### config.mk
export PLATFORM = sky130hd
export DESIGN_NAME = mem_access_stage_flat
export DESIGN_NICKNAME = d
export VERILOG_FILES = /design/src/rtl/mem_access_stage_if.sv /design/src/rtl/mem_access_stage.sv /design/src/flat_wrapper.sv
export SDC_FILE = /design/constraint.sdc
export NUM_CORES = 1
export LEC_CHECK = 0
export ABC_AREA = 1
export CORE_UTILIZATION = 44
export CTS_BUF_LIST = sky130_fd_sc_hd__clkbuf_16
export CTS_CLUSTER_DIAMETER = 150
export DETAILED_ROUTE_END_ITERATION = 6
export HOLD_SLACK_MARGIN = 0.06
export PLACE_DENSITY = 0.81
export SYNTH_ARGS = -nofsm -noshare
export SYNTH_HDL_FRONTEND = slang
export SYNTH_SLANG_ARGS = --single-unit
### constraint.sdc
create_clock -name clk -period 3.15 [get_ports clk]
set_input_delay 0.63 -clock clk [delete_from_list [all_inputs] [get_ports clk]]
set_output_delay 0.63 -clock clk [all_outputs]
set_load 0.03 [all_outputs]
### src/rtl/mem_access_stage_if.sv
// EX/SRAM-to-MEM inputs and MEM-to-ID/WB outputs of the memory-access stage.
// master drives EX payload, control and SRAM response; slave is the stage itself.
interface mem_access_stage_if #(
    parameter int PC_W  = 32,
    parameter int RF_AW = 5
);
    logic             stall_i;
    logic             flush_i;
    logic             ex_valid;
    logic [PC_W-1:0]  ex_pc;
    logic             ex_ld;
    logic [1:0]       ex_ld_size;
    logic             ex_ld_uns;
    logic [1:0]       ex_addr_lo;
    logic             ex_rf_we;
    logic [RF_AW-1:0] ex_rf_waddr;
    logic [31:0]      ex_result;
    logic [31:0]      data_sram_rdata;
    logic             data_sram_rvalid;
    logic             mem_stall_req;
    logic             fwd_we;
    logic [RF_AW-1:0] fwd_waddr;
    logic [31:0]      fwd_wdata;
    logic             fwd_pending;
    logic             wb_valid;
    logic [PC_W-1:0]  wb_pc;
    logic             wb_rf_we;
    logic [RF_AW-1:0] wb_rf_waddr;
    logic [31:0]      wb_rf_wdata;
    logic             mem_timeout_err;

    modport master (
        output stall_i, flush_i, ex_valid, ex_pc, ex_ld, ex_ld_size, ex_ld_uns, ex_addr_lo,
               ex_rf_we, ex_rf_waddr, ex_result, data_sram_rdata, data_sram_rvalid,
        input  mem_stall_req, fwd_we, fwd_waddr, fwd_wdata, fwd_pending, wb_valid, wb_pc,
               wb_rf_we, wb_rf_waddr, wb_rf_wdata, mem_timeout_err
    );

    modport slave (
        input  stall_i, flush_i, ex_valid, ex_pc, ex_ld, ex_ld_size, ex_ld_uns, ex_addr_lo,
               ex_rf_we, ex_rf_waddr, ex_result, data_sram_rdata, data_sram_rvalid,
        output mem_stall_req, fwd_we, fwd_waddr, fwd_wdata, fwd_pending, wb_valid, wb_pc,
               wb_rf_we, wb_rf_waddr, wb_rf_wdata, mem_timeout_err
    );
endinterface

### src/rtl/mem_access_stage.sv
// MEM pipeline stage: variable-latency load handshake, sub-word extension, ID bypass, flush drain, load watchdog.
// Latency: 1 cycle EX->WB when data is ready; loads stall (mem_stall_req) until rvalid or timeout.
module mem_access_stage #(
    parameter int PC_W        = 32,
    parameter int RF_AW       = 5,
    parameter int TIMEOUT_CYC = 16,
    parameter int CNT_W       = 5
) (
    input  logic               clk,
    input  logic               rst,
    mem_access_stage_if.slave  bus
);
    typedef enum logic [1:0] {S_IDLE, S_WAIT, S_DRAIN} state_t;

    typedef struct packed {
        logic             valid;
        logic [PC_W-1:0]  pc;
        logic             ld;
        logic [1:0]       ld_size;
        logic             ld_uns;
        logic [1:0]       addr_lo;
        logic             rf_we;
        logic [RF_AW-1:0] rf_waddr;
        logic [31:0]      result;
    } stage_t;

    stage_t           stage_q, stage_d, ex_pay;
    state_t           state_q, state_d;
    logic [CNT_W-1:0] cnt_q, cnt_d;
    logic             err_q, err_d;

    logic        rvalid, ld_cyc, tmo_hit, stall_req;
    logic [7:0]  ld_byte;
    logic [15:0] ld_half;
    logic [31:0] ld_ext, wdata;

    assign rvalid = bus.data_sram_rvalid;

    always_comb begin
        ex_pay          = '0;
        ex_pay.valid    = bus.ex_valid;
        ex_pay.pc       = bus.ex_pc;
        ex_pay.ld       = bus.ex_ld;
        ex_pay.ld_size  = bus.ex_ld_size;
        ex_pay.ld_uns   = bus.ex_ld_uns;
        ex_pay.addr_lo  = bus.ex_addr_lo;
        ex_pay.rf_we    = bus.ex_rf_we;
        ex_pay.rf_waddr = bus.ex_rf_waddr;
        ex_pay.result   = bus.ex_result;
    end

    // A load sitting in MEM during DRAIN is not yet live: the pending response belongs to the flushed load.
    always_comb begin
        ld_cyc    = stage_q.valid & stage_q.ld & (state_q != S_DRAIN);
        tmo_hit   = (state_q == S_WAIT) & ~rvalid & (cnt_q == CNT_W'(TIMEOUT_CYC - 1));
        stall_req = 1'b0;
        case (state_q)
            S_IDLE:  stall_req = ld_cyc & ~rvalid;
            S_WAIT:  stall_req = ~rvalid & ~tmo_hit;
            S_DRAIN: stall_req = stage_q.valid & stage_q.ld;
            default: stall_req = 1'b0;
        endcase
    end

    always_comb begin
        state_d = state_q;
        cnt_d   = cnt_q;
        err_d   = err_q;
        case (state_q)
            S_IDLE: begin
                if (ld_cyc & ~rvalid) begin
                    state_d = bus.flush_i ? S_DRAIN : S_WAIT;
                    cnt_d   = '0;
                end
            end
            S_WAIT: begin
                if (rvalid) begin
                    state_d = S_IDLE;
                end else if (bus.flush_i) begin
                    state_d = S_DRAIN;
                end else if (tmo_hit) begin
                    state_d = S_IDLE;
                    err_d   = 1'b1;
                end else begin
                    cnt_d = cnt_q + CNT_W'(1);
                end
            end
            S_DRAIN: begin
                if (rvalid) state_d = S_IDLE;
            end
            default: state_d = S_IDLE;
        endcase
    end

    always_comb begin
        if (bus.flush_i)     stage_d = '0;
        else if (stall_req)  stage_d = stage_q;
        else if (bus.stall_i) stage_d = '0;
        else                 stage_d = ex_pay;
    end

    // Half lane selected by addr_lo[1] only; misaligned halves never reach this stage.
    always_comb begin
        case (stage_q.addr_lo)
            2'd0:    ld_byte = bus.data_sram_rdata[7:0];
            2'd1:    ld_byte = bus.data_sram_rdata[15:8];
            2'd2:    ld_byte = bus.data_sram_rdata[23:16];
            default: ld_byte = bus.data_sram_rdata[31:24];
        endcase
        ld_half = stage_q.addr_lo[1] ? bus.data_sram_rdata[31:16] : bus.data_sram_rdata[15:0];
        case (stage_q.ld_size)
            2'b00:   ld_ext = {{24{~stage_q.ld_uns & ld_byte[7]}}, ld_byte};
            2'b01:   ld_ext = {{16{~stage_q.ld_uns & ld_half[15]}}, ld_half};
            default: ld_ext = bus.data_sram_rdata;
        endcase
        wdata = stage_q.ld ? ld_ext : stage_q.result;
    end

    always_ff @(posedge clk or posedge rst) begin
        if (rst) begin
            stage_q <= '0;
            state_q <= S_IDLE;
            cnt_q   <= '0;
            err_q   <= 1'b0;
        end else begin
            stage_q <= stage_d;
            state_q <= state_d;
            cnt_q   <= cnt_d;
            err_q   <= err_d;
        end
    end

    assign bus.mem_stall_req   = stall_req;
    assign bus.fwd_we          = stage_q.valid & stage_q.rf_we;
    assign bus.fwd_waddr       = stage_q.rf_waddr;
    assign bus.fwd_wdata       = wdata;
    assign bus.fwd_pending     = stage_q.valid & stage_q.ld & ~((state_q != S_DRAIN) & rvalid);
    assign bus.wb_valid        = stage_q.valid & ~stall_req;
    assign bus.wb_pc           = stage_q.pc;
    assign bus.wb_rf_we        = stage_q.rf_we & ~tmo_hit;
    assign bus.wb_rf_waddr     = stage_q.rf_waddr;
    assign bus.wb_rf_wdata     = wdata;
    assign bus.mem_timeout_err = err_q;
endmodule
### src/flat_wrapper.sv
// flat-port wrapper written by rule: the top's interface ports become plain ports
module mem_access_stage_flat 
#(
    parameter int PC_W        = 32,
    parameter int RF_AW       = 5,
    parameter int TIMEOUT_CYC = 16,
    parameter int CNT_W       = 5
)
  (clk, rst, bus_stall_i, bus_flush_i, bus_ex_valid, bus_ex_pc, bus_ex_ld, bus_ex_ld_size, bus_ex_ld_uns, bus_ex_addr_lo, bus_ex_rf_we, bus_ex_rf_waddr, bus_ex_result, bus_data_sram_rdata, bus_data_sram_rvalid, bus_mem_stall_req, bus_fwd_we, bus_fwd_waddr, bus_fwd_wdata, bus_fwd_pending, bus_wb_valid, bus_wb_pc, bus_wb_rf_we, bus_wb_rf_waddr, bus_wb_rf_wdata, bus_mem_timeout_err);
  mem_access_stage_if #(.PC_W(PC_W), .RF_AW(RF_AW)) bus_i ();
  input  logic clk;
  input  logic rst;
  input wire logic [$bits(bus_i.stall_i)-1:0] bus_stall_i;
  input wire logic [$bits(bus_i.flush_i)-1:0] bus_flush_i;
  input wire logic [$bits(bus_i.ex_valid)-1:0] bus_ex_valid;
  input wire logic [$bits(bus_i.ex_pc)-1:0] bus_ex_pc;
  input wire logic [$bits(bus_i.ex_ld)-1:0] bus_ex_ld;
  input wire logic [$bits(bus_i.ex_ld_size)-1:0] bus_ex_ld_size;
  input wire logic [$bits(bus_i.ex_ld_uns)-1:0] bus_ex_ld_uns;
  input wire logic [$bits(bus_i.ex_addr_lo)-1:0] bus_ex_addr_lo;
  input wire logic [$bits(bus_i.ex_rf_we)-1:0] bus_ex_rf_we;
  input wire logic [$bits(bus_i.ex_rf_waddr)-1:0] bus_ex_rf_waddr;
  input wire logic [$bits(bus_i.ex_result)-1:0] bus_ex_result;
  input wire logic [$bits(bus_i.data_sram_rdata)-1:0] bus_data_sram_rdata;
  input wire logic [$bits(bus_i.data_sram_rvalid)-1:0] bus_data_sram_rvalid;
  output wire logic [$bits(bus_i.mem_stall_req)-1:0] bus_mem_stall_req;
  output wire logic [$bits(bus_i.fwd_we)-1:0] bus_fwd_we;
  output wire logic [$bits(bus_i.fwd_waddr)-1:0] bus_fwd_waddr;
  output wire logic [$bits(bus_i.fwd_wdata)-1:0] bus_fwd_wdata;
  output wire logic [$bits(bus_i.fwd_pending)-1:0] bus_fwd_pending;
  output wire logic [$bits(bus_i.wb_valid)-1:0] bus_wb_valid;
  output wire logic [$bits(bus_i.wb_pc)-1:0] bus_wb_pc;
  output wire logic [$bits(bus_i.wb_rf_we)-1:0] bus_wb_rf_we;
  output wire logic [$bits(bus_i.wb_rf_waddr)-1:0] bus_wb_rf_waddr;
  output wire logic [$bits(bus_i.wb_rf_wdata)-1:0] bus_wb_rf_wdata;
  output wire logic [$bits(bus_i.mem_timeout_err)-1:0] bus_mem_timeout_err;
  assign bus_i.stall_i = bus_stall_i;
  assign bus_i.flush_i = bus_flush_i;
  assign bus_i.ex_valid = bus_ex_valid;
  assign bus_i.ex_pc = bus_ex_pc;
  assign bus_i.ex_ld = bus_ex_ld;
  assign bus_i.ex_ld_size = bus_ex_ld_size;
  assign bus_i.ex_ld_uns = bus_ex_ld_uns;
  assign bus_i.ex_addr_lo = bus_ex_addr_lo;
  assign bus_i.ex_rf_we = bus_ex_rf_we;
  assign bus_i.ex_rf_waddr = bus_ex_rf_waddr;
  assign bus_i.ex_result = bus_ex_result;
  assign bus_i.data_sram_rdata = bus_data_sram_rdata;
  assign bus_i.data_sram_rvalid = bus_data_sram_rvalid;
  assign bus_mem_stall_req = bus_i.mem_stall_req;
  assign bus_fwd_we = bus_i.fwd_we;
  assign bus_fwd_waddr = bus_i.fwd_waddr;
  assign bus_fwd_wdata = bus_i.fwd_wdata;
  assign bus_fwd_pending = bus_i.fwd_pending;
  assign bus_wb_valid = bus_i.wb_valid;
  assign bus_wb_pc = bus_i.wb_pc;
  assign bus_wb_rf_we = bus_i.wb_rf_we;
  assign bus_wb_rf_waddr = bus_i.wb_rf_waddr;
  assign bus_wb_rf_wdata = bus_i.wb_rf_wdata;
  assign bus_mem_timeout_err = bus_i.mem_timeout_err;
  mem_access_stage #(.PC_W(PC_W), .RF_AW(RF_AW), .TIMEOUT_CYC(TIMEOUT_CYC), .CNT_W(CNT_W)) u_core (.clk(clk), .rst(rst), .bus(bus_i));
endmodule
After elaboration in Yosys (flattened, before gate mapping) --
Index checks and enable logic that the tools add are counted.
Word-level totals: register bits 85, word-level logic and storage cells 73
Cells by class: bitwise operators 19, reductions and logical operators 7, add/sub/neg operators 1, muxes and demuxes 20, equality and inequality tests 14
Operators with widths (count):
- $mux W77 | 3
- $pmux W32 S2 | 1
- $mux W32 | 1
- $pmux W8 S3 | 1
- $mux W5 | 4
- $mux W16 | 1
- $and A1 B1 Y1 | 13
- $mux W2 | 6
- $ne A2 B2 Y1 const B | 6
- $pmux W5 S2 | 1
- $eq A2 B1 Y1 const B | 3
- $logic_not A2 Y1 | 3
- $not A1 Y1 | 6
- $pmux W2 S3 | 1
- $add A5 B1 Y5 const B | 1
- $eq A5 B4 Y1 const B | 1
- $reduce_and A5 Y1 | 1
- $eq A2 B2 Y1 const B | 2
- $ne A4 B3 Y1 const B | 1
- $reduce_and A4 Y1 | 1
- $pmux W1 S3 | 1
- $reduce_and A3 Y1 | 1
- $ne A2 B1 Y1 const B | 1
- $reduce_bool A2 Y1 | 1

Longest topological paths before layout --
word-level depth 8, mapped depth 11, depth with buffers taken out 9

Worst setup path after synthesis --
No wires, ideal clock.
path kind input to output, from input bus_data_sram_rdata[15], to output bus_wb_rf_wdata[10], setup slack 0.562 ns, required time 2.520 ns, arrival time 1.958 ns, buffers on the path 2, cell stages on the path 6, cells stage by stage nand3_1 nand3_1 nand3_1 buf_2 a21oi_1 buf_4
On the way: word-level cells in the longest chain between the ends 4
RTL lines:
- from (decl) | RTL line flat_wrapper.sv:24 | input wire logic [$bits(bus_i.data_sram_rdata)-1:0] bus_data_sram_rdata;
- $pmux W8 S3 | RTL line mem_access_stage.sv:104 | case (stage_q.addr_lo)
- $and A1 B1 Y1 | RTL line mem_access_stage.sv:112 | 2'b00: ld_ext = {{24{~stage_q.ld_uns & ld_byte[7]}}, ld_byte};
- $pmux W32 S2 | RTL line mem_access_stage.sv:111 | case (stage_q.ld_size)
- $mux W32 | RTL line mem_access_stage.sv:116 | wdata = stage_q.ld ? ld_ext : stage_q.result;
- to (decl) | RTL line flat_wrapper.sv:35 | output wire logic [$bits(bus_i.wb_rf_wdata)-1:0] bus_wb_rf_wdata;
No other way between the ends.

Final worst setup path --
from input bus_data_sram_rdata[10], to output bus_wb_rf_wdata[2]
On the way: word-level cells in the longest chain between the ends 3
RTL lines (RTL line):
- $pmux W8 S3 | mem_access_stage.sv:104
- $pmux W32 S2 | mem_access_stage.sv:111
- $mux W32 | mem_access_stage.sv:116
No other way between the ends.

==> results_dict.tcl <==
set metrics [dict create \
    max-clock-path-buffers 2 \
    num-fill-cells 1112 \
    yosysSeqAreaShare 0.386 \
    post_drt_wl_per_cell_um 16.5 \
    synth_ff_type "dfrtp_1" \
    ant_nets 0 \
    syn2layout_area_growth_pct 36.3 \
    drt_iter0_drc 537 \
    die_w_um 114 \
    path_clk_slew_ps 60 \
    switching_share 0.385 \
    numCtsBuffers 9 \
    synth_cell_types 29 \
    viasPerCell 5.39 \
    syn_inst 727 \
    cp.required_ps 2520 \
    fmax_mhz 330 \
    synth_nets 843 \
    clockRootBuffer "clkbuf_16" \
    post-route-cell-area_mm2 0.00752 \
    critPathKind "in -> out" \
    critical_path_arrival_ps 2400 \
    setup_ws_ps 119 \
    p_int_mw 2.38 \
    synth_edf_count 0 \
    path_delay_family "buffers and inverters" \
    whs_path_depth 1 \
    wirelength_um 16800 \
    core_mm2 0.0121 \
    die_area_mm2 0.0130 \
    clkLatencyLatePin_ps 340 \
    cts_sinks 85 \
    slowest_delay_ps 670 \
    p_switching_mw 1.49 \
    post-route-period-util 0.962 \
    crit_path_start_kind "input pin" \
    grt_usage 0.262 \
    slew_viol_final 0 \
    p_seq_frac 0.328 \
    grt_max_degree 78 \
    syn_area_per_cell_um2 7.59 \
    crit_cells 7 \
    relSlewSlack 0.419 \
    hpwl_um 11800 \
    layout_min_cycle_time_ps 3030 \
    vias 5514 \
    leakagePower_nw 3.72 \
    end_kind "output port" \
    post-route-drc-count 0 \
    final_common_cell "clkdlybuf4s50_1" \
    h-tree-depth 3 \
    r2r_cells 10 \
    ios 226 \
    hold_path.class "reg -> reg" \
    start_util 0.455 \
    grt_pass1_wl_um 26700 \
    synth_top_area_frac 0.386 \
    mappedNetlistArea_mm2 0.00552 \
    place_area_mm2 0.00723 \
    tightest_slew_ps 871 \
    synth.area.top_cells "dfrtp_1, buf_4, nand2_1, nand4_1, nand3_1" \
    rsz0062_at_grt "no" \
    place_ws_ps 119 \
    crit_chain "clkdlybuf4s50_1, or2_2, o21ai_0, o21ai_0, nand2_1, nand2_1, clkdlybuf4s50_1" \
    hold_violations 0 \
    cap_violations 0 \
    row_count 40 \
    cp_num_buf_inv 2 \
    tns_ps 0 \
    die_h_um 114 \
    nets 966 \
    cts_tree "done" \
    final_util 0.621 \
    clkPwrFrac 0.264 \
    power_frac_comb 0.407 \
    p_per_area_mw_per_mm2 515 \
    final_cell_mix "clkdlybuf4s50_1, nand2_1, nand3_1, dfrtp_1, nand4_1" \
    gr-total-overflow 0 \
    ctsHoldBuffers 0 \
    cp_slowest_cell "clkdlybuf4s50_1" \
    antenna_cells 0 \
    globalplace.congestion 0.961 \
    crit_fanout 2 \
    yosys.area.top_type "dfrtp_1" \
    final_layout_size_suffix_gt1_frac 0.147 \
    clock_skew_ps 6.00 \
    synth_async_sr_flop_share 1.00 \
    ys_seq_elements 85 \
    firstDrtPassIters 5 \
    setup_violations 0 \
    antenna_found_initial 0 \
    synth_warnings 0 \
    max-vdd-ir-drop_uv 291 \
    port_buffers 225 \
    outcome "finished, final reports clean" \
    grt_pass1_vias 5189 \
]
## per-stage QoR
stage | hold WS, ps | cells | power, mW
2_1_floorplan | 453 | 727 | 2.39
3_3_place_gp | 467 | 1007 | 2.85
3_5_place_dp | 469 | 1007 | 2.87
4_1_cts | 483 | 1023 | 3.90
5_1_grt | 491 | 1023 | 4.07
6_report | 481 | 1023 | 3.87
## power groups by stage
stage               Clock, mW  Combinational, mW  Sequential, mW
finish                   1.02               1.58            1.27
detailed placement          0               1.58            1.29
global route             1.09               1.70            1.28
floorplan                   0               1.13            1.26
CTS                      1.04               1.58            1.27
global placement            0               1.57            1.28
## area by class of cell
type / count / area [µm²] / share of cell area
clock inverter: 7 / 58.8 / 0.00782
multi-input combinational: 472 / 2420 / 0.322
timing repair buffer: 242 / 2320 / 0.309
clock buffer: 9 / 225 / 0.0300
sequential: 85 / 2130 / 0.283
tap: 168 / 210 / 0.0280
inverter: 40 / 151 / 0.0201
## layer usage
metal	vias to the layer above	share of wire	track usage	wire length, µm
li1	2635	-	-	-
met1	2584	0.41	0.336	6940
met2	265	0.47	0.420	7930
met3	30	0.090	0.0654	1510
met4	0	0.028	0.108	468
met5	-	0	0	0
## synth_stat cells (2+ instances only)
library cell / instances
inv_2: 3
or2_2: 26
nand3_1: 96
o21a_1: 7
nand2_1: 152
inv_1: 36
ha_1: 2
buf_2: 21
nor2_1: 25
nand3_2: 11
dfrtp_1: 85
nand4_1: 78
clkbuf_1: 23
o211ai_1: 8
buf_4: 80
o21ai_0: 18
a21oi_1: 41
buf_1: 4
## kinds of logic (layout without fill, tap and decap cells)
family / Yosys count / after routing / synth area share
xor+xnor: 1 / 1 / 0.00159
simple gates: 391 / 391 / 0.351
compound gates: 78 / 78 / 0.0785
buf+inv: 170 / 298 / 0.178
flops: 85 / 85 / 0.386
fa+ha+maj: 2 / 2 / 0.00454
## final timing paths
check / from / end / slack (ps)
min reg2reg: u_core.bus.mem_timeout_err / u_core.bus.mem_timeout_err / 480
max reg2reg: u_core.cnt_q[0] / u_core.stage_q[22] / 660
min in group asynchronous: rst / u_core.bus.wb_pc[7] / 650
min: u_core.bus.mem_timeout_err / u_core.bus.mem_timeout_err / 480
max: bus_data_sram_rdata[10] / bus_wb_rf_wdata[2] / 120
max in group asynchronous: rst / u_core.stage_q[4] / 1810
## worst register-to-register path: stages (launching register included)
cell and delay (ps):
dfrtp_1 410, ha_1 220, nand2_1 80, nor2_1 50, ha_1 230, nor3_2 260
nor2_4 60, nand2_4 70, buf_4 670, nand3_1 260, nand2_1 110
## what timing repair did
| item | in CTS | in global routing |
|---|---|---|
| endpoints found under the hold margin | 0 | 0 |
| gates resized for setup | 0 | 3 |
| setup endpoints to repair | 0 | 6 |
| buffers inserted | 0 | 0 |
## sequential cells by signal, summed over array words and instances, names as in the netlist
register / cells
u_core.state_q: 2
u_core.cnt_q: 5
u_core.bus.mem_timeout_err: 1
u_core.stage_q: 40
u_core.bus.wb_pc: 32
u_core.bus.fwd_waddr: 5
Note: power is estimated with default switching activity, not from simulation.
